--- config.mk ---
export PLATFORM = sky130hd
export DESIGN_NAME = lc3_mem_arbiter
export DESIGN_NICKNAME = d
export VERILOG_FILES = /design/src/rtl/lc3_mem_arbiter.sv
export SDC_FILE = /design/constraint.sdc
export NUM_CORES = 1
export LEC_CHECK = 0
export ABC_AREA = 1
export CAP_MARGIN = 20
export CORE_MARGIN = 2
export CORE_UTILIZATION = 37
export CTS_BUF_LIST = sky130_fd_sc_hd__clkbuf_4 sky130_fd_sc_hd__clkbuf_8 sky130_fd_sc_hd__clkbuf_16
export CTS_CLUSTER_SIZE = 25
export DETAILED_ROUTE_END_ITERATION = 12
export PLACE_DENSITY = 0.84
export SYNTH_ARGS = -nofsm -noshare
export SYNTH_HDL_FRONTEND = slang
export SYNTH_SLANG_ARGS = --single-unit
--- constraint.sdc ---
create_clock -name clk -period 1.6 [get_ports clk]
set_input_delay 0.32 -clock clk [delete_from_list [all_inputs] [get_ports clk]]
set_output_delay 0.32 -clock clk [all_outputs]
set_load 0.01 [all_outputs]
--- src/rtl/lc3_mem_arbiter.sv ---
// Two-port (CPU / DMA) arbiter and access sequencer for a single-port LC-3 memory.
// Optional macro LC3_ARB_ROUND_ROBIN_EN selects round-robin tie-breaking (default: CPU priority).
module lc3_mem_arbiter #(
  parameter int WAIT_CYCLES = 2,
  parameter int CNT_W       = 4
) (
  input  logic        clk,
  input  logic        rst,
  input  logic        cpu_en,
  input  logic        cpu_we,
  input  logic [15:0] cpu_addr,
  input  logic [15:0] cpu_din,
  output logic [15:0] cpu_dout,
  output logic        cpu_rdy,
  input  logic        dma_en,
  input  logic        dma_we,
  input  logic [15:0] dma_addr,
  input  logic [15:0] dma_din,
  output logic [15:0] dma_dout,
  output logic        dma_rdy,
  output logic        mem_en,
  output logic        mem_we,
  output logic [15:0] mem_addr,
  output logic [15:0] mem_din,
  input  logic [15:0] mem_dout,
  output logic        busy,
  output logic        grant_dma
);

  typedef enum logic [1:0] {IDLE, ACCESS, DONE} state_t;

  state_t           state, stateNext;
  logic [CNT_W-1:0] cnt;
  logic             anyReq;
  logic             pickDma;
  logic             lastCycle;

  assign anyReq    = cpu_en | dma_en;
  assign lastCycle = (state == ACCESS) && (cnt == '0);
  assign busy      = (state != IDLE);

`ifdef LC3_ARB_ROUND_ROBIN_EN
  // Port granted most recently; resets to DMA so the CPU wins the first tie.
  logic lastDma;

  always_ff @(posedge clk or negedge rst) begin
    if (!rst)                          lastDma <= 1'b1;
    else if (state == IDLE && anyReq)  lastDma <= pickDma;
  end

  assign pickDma = dma_en && (!cpu_en || !lastDma);
`else
  assign pickDma = dma_en && !cpu_en;
`endif

  always_ff @(posedge clk or negedge rst) begin
    if (!rst) state <= IDLE;
    else      state <= stateNext;
  end

  always_comb begin
    stateNext = state;
    case (state)
      IDLE:    if (anyReq) stateNext = ACCESS;
      ACCESS:  if (cnt == '0) stateNext = DONE;
      DONE:    stateNext = IDLE;
      default: stateNext = IDLE;
    endcase
  end

  // Datapath: the loser's inputs are never latched, so a held request is
  // simply re-evaluated in the next IDLE cycle.
  always_ff @(posedge clk or negedge rst) begin
    if (!rst) begin
      mem_en    <= 1'b0;
      mem_we    <= 1'b0;
      mem_addr  <= '0;
      mem_din   <= '0;
      cpu_dout  <= '0;
      dma_dout  <= '0;
      cpu_rdy   <= 1'b0;
      dma_rdy   <= 1'b0;
      grant_dma <= 1'b0;
      cnt       <= '0;
    end else begin
      cpu_rdy <= 1'b0;
      dma_rdy <= 1'b0;
      if (state == IDLE && anyReq) begin
        grant_dma <= pickDma;
        mem_en    <= 1'b1;
        mem_we    <= pickDma ? dma_we   : cpu_we;
        mem_addr  <= pickDma ? dma_addr : cpu_addr;
        mem_din   <= pickDma ? dma_din  : cpu_din;
        cnt       <= CNT_W'(WAIT_CYCLES);
      end else if (state == ACCESS && !lastCycle) begin
        cnt <= cnt - 1'b1;
      end else if (lastCycle) begin
        mem_en <= 1'b0;
        mem_we <= 1'b0;
        if (!mem_we) begin
          if (grant_dma) dma_dout <= mem_dout;
          else           cpu_dout <= mem_dout;
        end
        if (grant_dma) dma_rdy <= 1'b1;
        else           cpu_rdy <= 1'b1;
      end
    end
  end

endmodule

==> results.md, run 1 <==
- Status: complete, no violations
- Antenna diodes: 0
- Pwr/cell area: 1640 nW/µm²
- Fin. max-slew vios: 0
- Multi-input logic area: 1060 µm²
- Die Y: 96.1 µm
- Area growth syn-to-layout: 67.8%
- Placed cell area: 4920 µm²
- Routed WL per cell: 14.1 µm
- Share of layout cells above drive strength 1: 0.0935
- Die width: 96.1 µm
- Total Nets Final: 607
- DRT iter0 DRCs: 90
- Syn Nets: 441
- Leakage: 2.91 nW
- Bufs and invs on worst path: 1
- CP Class: flop to output port
- Core ar.: 8220 µm²
- H-tree depth: 3
- Clock sinks: 75
- Gr ovfl total: 0
- FF+latch area: 1880 µm²
- Final min period: 1.56 ns
- First-pass GRT wire length: 14.2 mm
- Layout Cell Area excl Fill: 5260 µm²
- Max Cap Viol: 0
- Post-Synthesis Cells: 353
- Number of global-route vias before repair: 3059
- DRC: 0
- Worst path max stage delay: 0.54 ns
- Power Total: 0.00863 W
- Flops & latches, synth: 75
- Top-Level Pins: 156
- Final hold vios: 0
- GPL Wtd Cong: 0.796
- Maximum number of pins on one net before global-route repair: 37
- YS warnings: 0
- Antenna violations before repair: 0
- Crit-path cells: clkdlybuf4s50_1
- Max Root-Sink Buffers: 2
- Worst Hold Class: input pin to async pin
- Worst Path Max Fanout: 2
- FMAX: 0.640 GHz
- Worst path slowest cell: clkdlybuf4s50_1
- CTS Buf Count: 9
- Synthesized area: 3140 µm²
- Worst Clk Skew: 0.0128 ns
- Vias: 2989
- Critical Path Sink Type: output port
- TritonCTS clock tree: yes
- Critical Path AT: 1.24 ns
- Post-synth cell types: 21
- Starting Density: 0.382
- Largest delay share family, worst path: buffers and inverters
- Sequential area share after synthesis: 0.599
- Setup tns final: 0 ns
- Slew HR: 0.743
- Worst endpoint required time: 1.28 ns
- Clock transition at path regs: 0.08 ns
- Fillers: 655
- DR pass1 iterations: 4
- Worst Tran Pin Value: 0.385 ns
- Number of port buffers: 155
- Rows: 33
- Crit start category: flop
- Period Utilization, post-route: 0.976
- CP Depth: 1
- R2r worst-path depth: 8
- Finished Layout Cells: 629
- Hold WS: 0.459 ns
- Number of vias per cell: 4.75
- GRT Util Overall: 0.198
- Final-report setup violation count: 0
- Most frequent cells in the layout: o21ai_1, clkdlybuf4s50_1, dfrtp_1
- Mean post-synth cell area: 8.88 µm²
- CTS root buffer: clkbuf_8
- Worst skew pair latency: 0.34 ns
- Cells after DPL: 611
- Die area: 9230 µm²
- Post-route ant nets: 0
- Drt total wl: 8.87 mm
- Hpwl dp: 6.60 mm
- Max IR drop VDD: 0.795 mV
==> metrics by stage <==
step	setup slack, ns	utilization
floorplan	0.308	-
global placement	-0.0152	0.599
detailed placement	-0.0620	0.599
CTS	0.00241	0.625
global route	-0.0293	0.640
finish	0.0384	0.640
==> final cells by class <==
class / count / share of cell area
inverter: 30 / 0.0214
tap: 105 / 0.0250
clock inverter: 7 / 0.0162
timing repair buffer: 174 / 0.356
clock buffer: 9 / 0.0235
sequential: 75 / 0.357
multi-input combinational: 229 / 0.201
==> registers in the layout, indices dropped and copies added, names as in the netlist <==
| register | flops |
|---|---|
| cpu_dout | 16 |
| dma_dout | 16 |
| mem_addr | 16 |
| mem_din | 16 |
| cnt | 4 |
| state | 2 |
| cpu_rdy | 1 |
| dma_rdy | 1 |
| grant_dma | 1 |
| mem_en | 1 |
| mem_we | 1 |
==> kinds of logic (layout without fill, tap and decap cells) <==
family / count (synthesis) / count (layout) / synth area share
compound gates: 103 / 103 / 0.164
flops: 75 / 75 / 0.599
xor+xnor: 1 / 1 / 0.00279
buf+inv: 49 / 220 / 0.0658
simple gates: 123 / 123 / 0.160
fa+ha+maj: 2 / 2 / 0.00798
==> where the power goes <==
| group | internal [W] | switching [W] |
|---|---|---|
| Clock | 0.000750 | 0.000763 |
| Sequential | 0.00272 | 0.000471 |
| Combinational | 0.00201 | 0.00192 |
| Total | 0.00548 | 0.00315 |
==> per-layer routing <==
metal / wire length (µm) / up-vias / global-route usage
met1: 3590 / 1390 / 0.237
met2: 4500 / 118 / 0.351
met4: 85 / 0 / 0.0595
li1: - / 1473 / -
met5: 0 / - / 0
met3: 689 / 8 / 0.0501
==> synth_stat cells (all sizes together) <==
cell	number	area, µm²
clkbuf	4	15.0
nand4	2	25.0
o21ai	102	510
xor2	1	8.76
nand3	4	20.0
ha	2	25.0
dfrtp	75	1880
buf	15	78.8
nand2	74	288
nor2	42	165
nor3	1	5.00
inv	29	109
a21oi	1	5.00
clkinv	1	3.75
==> final timing paths <==
| kind | startpoint | to | slack [ns] |
|---|---|---|---|
| setup reg to reg | cnt[0] | dma_dout[7] | 0.17 |
| setup / recovery | dma_dout[3] | dma_dout[3] | 0.04 |
| max in group asynchronous | rst | dma_dout[10] | 0.63 |
| min in group clk | mem_en | mem_en | 0.49 |
| hold reg to reg | mem_en | mem_en | 0.49 |
| hold / removal | rst | mem_addr[6] | 0.46 |
==> what timing repair did <==
item	in CTS	in global routing
hold buffers	1	0
resized for setup	10	46
pin swaps	0	1
endpoints found under the setup margin	9	47
endpoints found under the hold margin	28	0
buffers inserted	0	1
Power figures use the tool's default switching activity.
==> inputs of run 2 (changes only) <==
--- a/config.mk
+++ b/config.mk
@@ -7,7 +7,7 @@
 export LEC_CHECK = 0
 export ABC_AREA = 1
 export CAP_MARGIN = 20
-export CORE_MARGIN = 2
+export CORE_MARGIN = 10
 export CORE_UTILIZATION = 37
 export CTS_BUF_LIST = sky130_fd_sc_hd__clkbuf_4 sky130_fd_sc_hd__clkbuf_8 sky130_fd_sc_hd__clkbuf_16
 export CTS_CLUSTER_SIZE = 25
==> run 2 against run 1 <==
First-iteration DRC count increased by 26%. Cell count decreased by 0.95%. Global-route usage decreased by 5.0 points. Critical path depth unchanged. Utilization decreased by 0.97 points. Largest cell class unchanged. Highest routed layer unchanged.
==> results.md, run 2 (synthesized netlist as in run 1, its figures left out) <==
- TritonCTS clock tree: yes
- Worst skew pair latency: 0.35 ns (about the same)
- Reg2reg start: cnt[0]
- Max Root-Sink Buffers: 2 (unchanged)
- Die Y: 112 µm (+17%)
- HP Start: mem_en
- Switching Fraction: 0.376 (+0.0109)
- FF+latch area: 1880 µm² (unchanged)
- Hpwl dp: 7.46 mm (+13%)
- Clock sinks: 75 (unchanged)
- Critical Path AT: 1.24 ns (about the same)
- Final-report setup violation count: 0 (unchanged)
- Routed WL per cell: 15.8 µm (+12%)
- CTS Buf Count: 9 (unchanged)
- DR pass1 iterations: 4 (unchanged)
- Psw: 0.00316 W (+0.17%)
- Routing usage on met3: 0.0777 (+0.0276)
- Worst path slowest cell: clkdlybuf4s50_1
- Global routing usage on met2: 0.244 (-0.107)
- Drt total wl: 9.83 mm (+11%)
- Bufs and invs on worst path: 1 (unchanged)
- Max Cap Viol: 0 (unchanged)
- Final hold vios: 0 (unchanged)
- Most frequent cells in the layout: o21ai_1, clkdlybuf4s50_1, dfrtp_1
- Period Utilization, post-route: 0.978 (+0.00200)
- Gr ovfl total: 0 (unchanged)
- Die area: 12600 µm² (+36%)
- Clock transition at path regs: 0.09 ns (about the same)
- Slew HR: 0.729 (-0.0143)
- Crit-path cells: clkdlybuf4s50_1
- Worst Hold Class: flop to flop
- Largest delay share family, worst path: buffers and inverters
- Worst Clk Skew: 0.0140 ns (+0.00115 ns)
- FMAX: 0.639 GHz (-0.20%)
- Met1 GRT Util: 0.163 (-0.0734)
- Number of vias per cell: 4.74 (-0.29%)
- Maximum number of pins on one net before global-route repair: 76 (+110%)
- Max IR drop VDD: 0.739 mV (-7.1%)
- Crit path launch: dma_dout[6]
- Antenna violations before repair: 0 (unchanged)
- DRT iter0 DRCs: 113 (+26%)
- Clock network power share: 0.162 (-0.013)
- First-pass GRT wire length: 15.4 mm (+8.7%)
- P_int: 0.00524 W (-4.4%)
- Rows: 33 (unchanged)
- CTS root buffer: clkbuf_8
- Busiest grt layer: met2
- Worst Path Max Fanout: 2 (unchanged)
- Status: complete, no violations
- Comb pwr share: 0.463 (+0.008)
- Sequential power share: 0.375 (+0.005)
- Area growth syn-to-layout: 65.2%
- Top-Level Pins: 156 (unchanged)
- Leakage: 2.90 nW (-0.47%)
- Antenna diodes: 0 (unchanged)
- Share of layout cells above drive strength 1: 0.0830 (-0.0105)
- Number of port buffers: 155 (unchanged)
- Crit start category: flop
- Worst Tran Pin Value: 0.407 ns (+0.0215 ns)
- Worst path max stage delay: 0.54 ns (about the same)
- Multi-input logic area: 1060 µm² (unchanged)
- Post-route ant nets: 0 (unchanged)
- Total Nets Final: 601 (-0.99%)
- Final min period: 1.56 ns (+0.00319 ns)
- Fillers: 677 (+3.4%)
- GRT Util Overall: 0.149 (-0.0496)
- Die width: 112 µm (+17%)
- Commonest non-fill, non-tap cell in the layout: o21ai_1
- Critical Path Sink Type: output port
- Worst endpoint required time: 1.28 ns (about the same)
- Number of global-route vias before repair: 3101 (+1.4%)
- RSZ-0062 raised after global routing: false
- GPL Wtd Cong: 0.805 (+1.1%)
- Hold WS: 0.474 ns (+0.0151 ns)
- CP Class: flop to output port
- Starting Density: 0.382 (unchanged)
- Power Total: 0.00840 W (-2.7%)
- Vias: 2952 (-1.2%)
- Fin. max-slew vios: 0 (unchanged)
- DRC: 0 (unchanged)
- Core Util, Final: 0.630 (-0.00975)
- H-tree depth: 3 (unchanged)
- Pwr/cell area: 1620 nW/µm² (-1.2%)
- Core ar.: 8220 µm² (unchanged)
[run 2: cell types whose count changed in the layout (fill, tap and decap cells not counted), sizes merged]
cell           previous run  this run
clkdlybuf4s50            99        90
dlymetal6s2s             46        47
buf                      19        13
inv                      32        33
bufinv                    1         0
dlygate4sd2               9        17
[run 2: per-stage QoR]
step | setup slack (ns) | instance area [µm²] | cells | setup TNS (ns)
6_report | 0.0352 | 5180 | 623 | 0
5_1_grt | 0.00202 | 5180 | 623 | 0
4_1_cts | 0.000161 | 5050 | 622 | 0
3_5_place_dp | -0.0197 | 4880 | 605 | -0.0438
3_3_place_gp | 0.0427 | 4880 | 605 | 0
2_1_floorplan | 0.308 | 3140 | 353 | 0
[run 2: metal layers]
metal	vias to the layer above	wire length, µm
li1	1469	-
met1	1354	4090
met2	119	4610
met3	10	975
met4	0	146
met5	-	0
[run 2: worst paths after layout]
kind,to,slack (ns),cells past startpoint
worst max register to register,dma_dout[3],0.17,8
worst min-delay path,mem_en,0.47,2
worst min register to register,mem_en,0.47,2
min in group asynchronous,dma_dout[2],0.52,3
max in group asynchronous,cnt[2],0.74,3
worst max-delay path,dma_dout[6],0.04,1
[run 2: layout make-up]
type | count | share of cell area
multi-input cells | 229 | 0.204
clock inverters | 7 | 0.0111
clock buffers | 9 | 0.0239
inverters | 30 | 0.0217
repair buffers | 168 | 0.351
well taps | 105 | 0.0254
flip-flops and latches | 75 | 0.362
[run 2: what timing repair did]
action	CTS	global route
setup buffers	0	1
setup endpoints to repair	17	48
resized for setup	18	47
endpoints found under the hold margin	26	0
hold buffers	1	0
[run 2: power by group through the flow]
stage / Combinational (W) / Clock, W / Sequential [W]
3_3_place_gp: 0.00407 / 0 / 0.00318
2_1_floorplan: 0.00145 / 0 / 0.00353
4_1_cts: 0.00408 / 0.00140 / 0.00319
6_report: 0.00389 / 0.00136 / 0.00315
3_5_place_dp: 0.00419 / 0 / 0.00321
5_1_grt: 0.00430 / 0.00149 / 0.00325
[run 2: tightest hold or removal path: stages (launching register included)]
cell and delay, ns:
dfrtp_1 0.35, nand2_1 0.05, nand2_1 0.05
